<file path="src/rtl/bcd_converter.sv">
// Purpose : sequential binary-to-BCD converter (shift-and-add-3), one input bit per clock.
// Latency : BIN_W cycles from the accepting edge to the one-cycle done pulse.
// Backpr. : start is ignored while busy; no queueing, so the caller retries after done.
//
// Ports:
//   clk    - single clock
//   reset  - synchronous active-high reset (aborts a conversion, no done pulse)
//   start  - conversion request, sampled only in IDLE
//   bin    - unsigned binary value, captured on the accepting edge
//   busy   - high while a conversion is in progress
//   done   - one-cycle pulse when bcd/ovf update
//   bcd    - packed BCD result, digit k in [4k+3:4k], held between conversions
//   ovf    - last converted value exceeded 10^DIGITS-1 (bcd saturated to all 9s)
//
// Build option: define BCD_BLANK_EN to replace leading zero digits (above digit 0)
// by 4'hF in the registered result; never applied when ovf is set.
module bcd_converter #(
  parameter int BIN_W  = 12,
  parameter int DIGITS = 4
) (
  input  logic                  clk,
  input  logic                  reset,
  input  logic                  start,
  input  logic [BIN_W-1:0]      bin,
  output logic                  busy,
  output logic                  done,
  output logic [4*DIGITS-1:0]   bcd,
  output logic                  ovf
);

  localparam int BW    = 4 * DIGITS;
  localparam int CNT_W = $clog2(BIN_W + 1);

  typedef enum logic {IDLE, SHIFT} state_t;

  state_t             state, state_nxt;
  logic [BIN_W-1:0]   sr;
  logic [BW-1:0]      scratch;
  logic               sticky;
  logic [CNT_W-1:0]   cnt;

  logic [BW-1:0]      adj;
  logic [BW-1:0]      scratch_nxt;
  logic [BIN_W-1:0]   sr_nxt;
  logic               sticky_nxt;
  logic               last;
  logic [BW-1:0]      result;
  logic               seen_nz;

  // Add-3 correction: a digit <=9 plus 3 stays within 4 bits, so digits
  // interact only through the shift below.
  always_comb begin
    adj = '0;
    for (int d = 0; d < DIGITS; d++) begin
      if (scratch[4*d +: 4] >= 4'd5) adj[4*d +: 4] = scratch[4*d +: 4] + 4'd3;
      else                           adj[4*d +: 4] = scratch[4*d +: 4];
    end
  end

  // Shift {adj, sr} left by one; the bit leaving the top digit marks overflow.
  assign scratch_nxt = {adj[BW-2:0], sr[BIN_W-1]};
  assign sr_nxt      = {sr[BIN_W-2:0], 1'b0};
  assign sticky_nxt  = sticky | adj[BW-1];
  assign last        = (cnt == CNT_W'(1));

  // Value presented on the done edge: saturated on overflow, optionally blanked.
  always_comb begin
    result  = scratch_nxt;
    seen_nz = 1'b0;
    if (sticky_nxt) begin
      result = {DIGITS{4'h9}};
    end else begin
`ifdef BCD_BLANK_EN
      for (int k = DIGITS - 1; k >= 1; k--) begin
        if (scratch_nxt[4*k +: 4] != 4'h0) seen_nz = 1'b1;
        if (!seen_nz) result[4*k +: 4] = 4'hF;
      end
`endif
    end
  end

  always_comb begin
    state_nxt = state;
    case (state)
      IDLE:    if (start) state_nxt = SHIFT;
      SHIFT:   if (last)  state_nxt = IDLE;
      default: state_nxt = IDLE;
    endcase
  end

  always_ff @(posedge clk) begin
    if (reset) state <= IDLE;
    else       state <= state_nxt;
  end

  always_ff @(posedge clk) begin
    if (reset) begin
      sr      <= '0;
      scratch <= '0;
      sticky  <= 1'b0;
      cnt     <= '0;
      busy    <= 1'b0;
      done    <= 1'b0;
      bcd     <= '0;
      ovf     <= 1'b0;
    end else begin
      done <= 1'b0;
      case (state)
        IDLE: begin
          if (start) begin
            sr      <= bin;
            scratch <= '0;
            sticky  <= 1'b0;
            cnt     <= CNT_W'(BIN_W);
            busy    <= 1'b1;
          end
        end
        SHIFT: begin
          sr      <= sr_nxt;
          scratch <= scratch_nxt;
          sticky  <= sticky_nxt;
          cnt     <= cnt - CNT_W'(1);
          if (last) begin
            bcd  <= result;
            ovf  <= sticky_nxt;
            done <= 1'b1;
            busy <= 1'b0;
          end
        end
        default: ;
      endcase
    end
  end

endmodule
</file>
<file path="config.mk">
export PLATFORM = sky130hd
export DESIGN_NAME = bcd_converter
export DESIGN_NICKNAME = d
export VERILOG_FILES = /design/src/rtl/bcd_converter.sv
export SDC_FILE = /design/constraint.sdc
export NUM_CORES = 1
export LEC_CHECK = 0
export ABC_AREA = 1
export CAP_MARGIN = 20
export CELL_PAD_IN_SITES_DETAIL_PLACEMENT = 0
export CELL_PAD_IN_SITES_GLOBAL_PLACEMENT = 1
export CORE_ASPECT_RATIO = 0.6
export CORE_MARGIN = 5
export CORE_UTILIZATION = 42
export CTS_BUF_LIST = sky130_fd_sc_hd__clkbuf_8 sky130_fd_sc_hd__clkbuf_16
export CTS_CLUSTER_DIAMETER = 100
export DETAILED_ROUTE_END_ITERATION = 8
export HOLD_SLACK_MARGIN = 0.05
export PLACE_DENSITY = 0.88
export SLEW_MARGIN = 20
export SYNTH_ARGS = -nofsm -noshare
export SYNTH_HDL_FRONTEND = slang
export SYNTH_SLANG_ARGS = --single-unit
</file>
<file path="constraint.sdc">
create_clock -name clk -period 2.91 [get_ports clk]
set_input_delay 0.582 -clock clk [delete_from_list [all_inputs] [get_ports clk]]
set_output_delay 0.582 -clock clk [all_outputs]
set_load 0.03 [all_outputs]
</file>
Yosys cells after proc, flatten, opt, wreduce, memory -nomap -nowiden

Index checks and enable logic that the tools add are counted.

Bits in registers: 53
Bits of input ports: 15
Logic and storage cells: 46

Bitwise gates (word level): 2
Reduce and logical (&&, ||, !) cells: 3
Muxes and demuxes: 20
Magnitude comparators: 4
Equality and inequality tests: 3
$add $sub $neg: 5

Operator list:

| operator            | count |
|---|---|
| $mux 16             | 2 |
| $pmux 16 s2         | 1 |
| $pmux 12 s2         | 1 |
| $mux 4              | 5 |
| $add 4x2->4 const B | 4 |
| $ge 4x3->1 const B  | 4 |
| $mux 12             | 1 |
| $pmux 4 s2          | 1 |
| $mux 1              | 6 |
| $pmux 1 s2          | 3 |
| $eq 4x1->1 const B  | 1 |
| $reduce_and 2->1    | 2 |
| $sub 4x1->4 const B | 1 |
| $ne 2x1->1 const B  | 1 |
| $ne 2x2->1 const B  | 1 |
| $reduce_or 2->1     | 1 |
| $not 1->1           | 1 |
| $or 1x1->1          | 1 |

Logic depth before layout (Yosys ltp)

Depth in word-level cells: 4
Gate-level depth with buffers: 12
Mapped depth without buffers: 11

Worst setup path after synthesis

OpenSTA, ideal clock, no wires.

Path kind: reg2reg
Start: register scratch[12]
End: register bcd[2]
Cell stages (with the launch flop): 12
Setup time: 0.113 ns
Arrival: 1.279 ns
Period minus slack after synthesis: 1.392 ns
Data required time: 2.797 ns
Path slack: 1.518 ns
Cell sequence: dfxtp_1 -> inv_1 -> ha_1 -> inv_1 -> nand2_1 -> nand2_2 -> nand2_1 -> nor2_1 -> nor2_2 -> buf_6 -> nand3_1 -> nand2_1

Cells in the longest elaborated chain, start to end: 4
Elaborated cells on any way between the ends: 5
Classes of those cells: add/sub (1); order compare (1); mux (2); bitwise (1)

Ends and longest elaborated chain:

| element                                   | RTL line | source |
|---|---|---|
| start: declaration                        | 38       | `logic [BW-1:0] scratch;` |
| start signal: assignment                  | 120      | `scratch <= scratch_nxt;` |
| $add 4x2->4 or $ge 4x3->1 (tied branches) | 55       | `if (scratch[4*d +: 4] >= 4'd5) adj[4*d +: 4] = scratch[4*d +: 4] + 4'd3;` |
| $mux 4 *                                  | 55       |  |
| $or 1x1->1 *                              | 63       | `assign sticky_nxt = sticky \| adj[BW-1];` |
| $mux 16 *                                 | 70       | `if (sticky_nxt) begin` |
| end signal: assignment                    | 124      | `bcd <= result;` |
| end: declaration                          | 27       | `output logic [4*DIGITS-1:0] bcd,` |

Every way passes the cells marked *; elsewhere a longest branch is shown, timed or not.
A chain may end at the register's enable or synchronous reset.

Worst setup path in the final report

Start: register ovf
End: output port ovf

RTL lines:

| element                  | RTL line | source |
|---|---|---|
| start: declaration       | 28       | `output logic ovf` |
| start signal: assignment | 125      | `ovf <= sticky_nxt;` |

No word-level cell between the ends.

==> summary.md <==
| Metric | Value |
|---|---|
| Avg WL per Cell | `12.3 µm` |
| Top cells by area, synth | `dfxtp_1, nand2_1, inv_1, nand3_1, nor2_1` |
| Most numerous cell in the Yosys netlist | `nand2_1` |
| WS Path Type | `flip-flop to primary output` |
| Initial DRC count | `130` |
| Vias in the first global route | `2271` |
| Power Dens Cells | `467 mW/mm²` |
| Asr flop ratio synth | `0%` |
| Ys flop type | `dfxtp_1` |
| Endpoint type of the worst setup path | `primary output` |
| Max Buffers Root-to-Sink | `2` |
| Worst slew margin | `58.1%` |
| Post-route minimum period | `1.95 ns` |
| CP cell instances | `clkdlybuf4s50_1` |
| # diodes | `0` |
| Crit-path max FO | `2` |
| Synth Register Bits | `53` |
| Remaining antenna violation count | `0` |
| GRT Total Usage | `16.6%` |
| RSZ-0062 raised after global routing | `false` |
| Final wirelength | `6430 µm` |
| Crit path max-delay cell type | `clkdlybuf4s50_1` |
| Total core area | `0.00619 mm²` |
| Met1 Resource Use GR | `24.4%` |
| Seq/Total Area, Yosys | `39.2%` |
| Outcome | `finished clean` |
| Overflow after GRT | `0` |
| CTS tree | `yes` |
| Cts repair resizes | `0` |
| Layout Skew | `0.00746 ns` |
| Port bufs | `33` |
| Post-synthesis net count | `432` |
| P_leak | `1.50 nW` |
| Cell area after synthesis | `0.00271 mm²` |
| Vias per cell | `4.83` |
| Clock Pin Slew Worst Setup and Hold Paths | `0.10 ns` |
| Top Family by Delay on Critical Path | `buffers and inverters` |
| Fin crit share | `66.9%` |
| Peak supply drop | `0.240 mV` |
| Die H | `72.2 µm` |
| IO Pins | `34` |
| Hold Buf Count CTS | `0` |
| CP peak stage delay | `0.68 ns` |
| Global routing usage on met2 | `24.6%` |
| Post-CTS Setup Repair Bufs | `0` |
| Via Count | `2525` |
| Gpl congestion | `0.855` |
| Cells after synthesis | `407` |
| Die area | `0.00820 mm²` |
| Initial Utilization | `43.7%` |
| Remaining DRCs | `0` |
| Worst path required time | `2.33 ns` |
| Synth top cells by count | `nand2_1, inv_1, dfxtp_1, nand3_1, nor2_1` |
| Slew Limit Fails | `0` |
| Final hold vios | `0` |
| Tightest Pin Transition | `0.624 ns` |
| Clock root buffer | `clkbuf_8` |
| WP buf/inv | `1` |
| DR pass1 iterations | `4` |
| Fmax | `513 MHz` |
| Grt met3 use | `4.08%` |
| Total power | `1.51 mW` |
| GR peak layer | `met2` |
| Worst hold path type | `flip-flop to flip-flop` |
| Skew-Pair Late Insertion Delay | `0.32 ns` |
| Setup-failing EPs final | `0` |
| Global-route wire length before repair | `10900 µm` |
| Maxcap violations | `0` |
| Number of synthesized flops with an enable pin | `0` |
| Dpl ws | `0.826 ns` |
| Total Nets Final | `463` |
| Synth top area share | `39.2%` |
| Initial antenna violation count | `0` |
| Yosys top cell by area | `dfxtp_1` |
| TritonCTS buffer count | `5` |
| CP Launch Type | `flip-flop` |
| Row count | `22` |
| H-tree levels | `2` |
| Avg Cell Area, Syn | `6.65 µm²` |
| YS warnings | `0` |
| Largest net degree at the start of global routing | `30` |
| Clk sinks | `53` |
| Layout cells sized above 1 | `4.56%` |
| Netlist cell types | `27` |
| Synthesis-to-finish area growth | `19.6%` |
| Crit path DAT | `1.37 ns` |
| HPWL after DPL | `4610 µm` |
| Setup ws final | `0.962 ns` |
| Die outline width | `114 µm` |
| Setup_tns | `0 ns` |
-- where the power goes --
group          leakage [nW]  internal (mW)  switching, mW
logic                 0.997         0.0570         0.0865
registers             0.430          0.746         0.0155
clock network        0.0687          0.346          0.259
-- registers in the layout, summed over array words and instances (netlist names) --
register	count
state	1
scratch	16
bcd	16
sticky	1
sr	12
cnt	4
done	1
ovf	1
busy	1
-- cell families after synthesis --
kind of cell             count (synthesis)  synth area share, %
AO/OA/AOI/OAI                           52                 10.4
XOR/XNOR                                 1                0.324
adder cells (fa/ha/maj)                 10                 4.63
buffers and inverters                   72                 11.0
flip-flops                              53                 39.2
AND/OR/NAND/NOR                        219                 34.4
-- through the flow --
stage / cell area [µm²] / utilization, % / hold slack (ns) / std cells
final: 3240 / 52.2 / 0.461 / 523
after global routing: 3240 / 52.2 / 0.478 / 523
after CTS: 3240 / 52.2 / 0.462 / 523
after detailed placement: 3100 / 50.0 / 0.445 / 515
after global placement: 3100 / 50.0 / 0.441 / 515
after floorplan: 2710 / - / 0.441 / 407
-- cell usage in the layout (no fill, tap or decap), types with 2 or more instances in the layout --
master / instances
buf_4: 5
o211ai_1: 4
a21oi_1: 23
nand3_1: 39
nand2_1: 129
clkdlybuf4s50_1: 33
ha_1: 10
nor2_2: 2
nand4_1: 8
clkbuf_8: 5
o21ai_0: 19
bufinv_16: 2
a21boi_0: 2
inv_1: 57
dfxtp_1: 53
nor2_1: 37
-- path summary, 6_finish.rpt --
| path | depth (start not counted) | endpoint | startpoint | slack [ns] |
|---|---|---|---|---|
| min reg2reg | 2 | bcd[13]$_SDFFE_PP0P_ | bcd[13]$_SDFFE_PP0P_ | 0.46 |
| min | 2 | bcd[13]$_SDFFE_PP0P_ | bcd[13]$_SDFFE_PP0P_ | 0.46 |
| max reg2reg | 11 | bcd[11]$_SDFFE_PP0P_ | scratch[12]$_SDFFE_PP0P_ | 1.07 |
| max | 1 | ovf | ovf$_SDFFE_PP0P_ | 0.96 |
-- per-layer routing --
layer	wire length [µm]	part of all wire [%]
met1	3430	53
met2	2680	42
met3	276	4.3
met4	44	0.68
met5	0	0
-- final cells by class --
class	instances	area [µm²]
fillers	647	2960
multi-input cells	282	1350
flip-flops and latches	53	1060
repair buffers	38	368
inverters	58	218
well taps	84	105
clock buffers	5	68.8
clock inverters	3	68.8
Note: power is estimated with default switching activity, not from simulation.
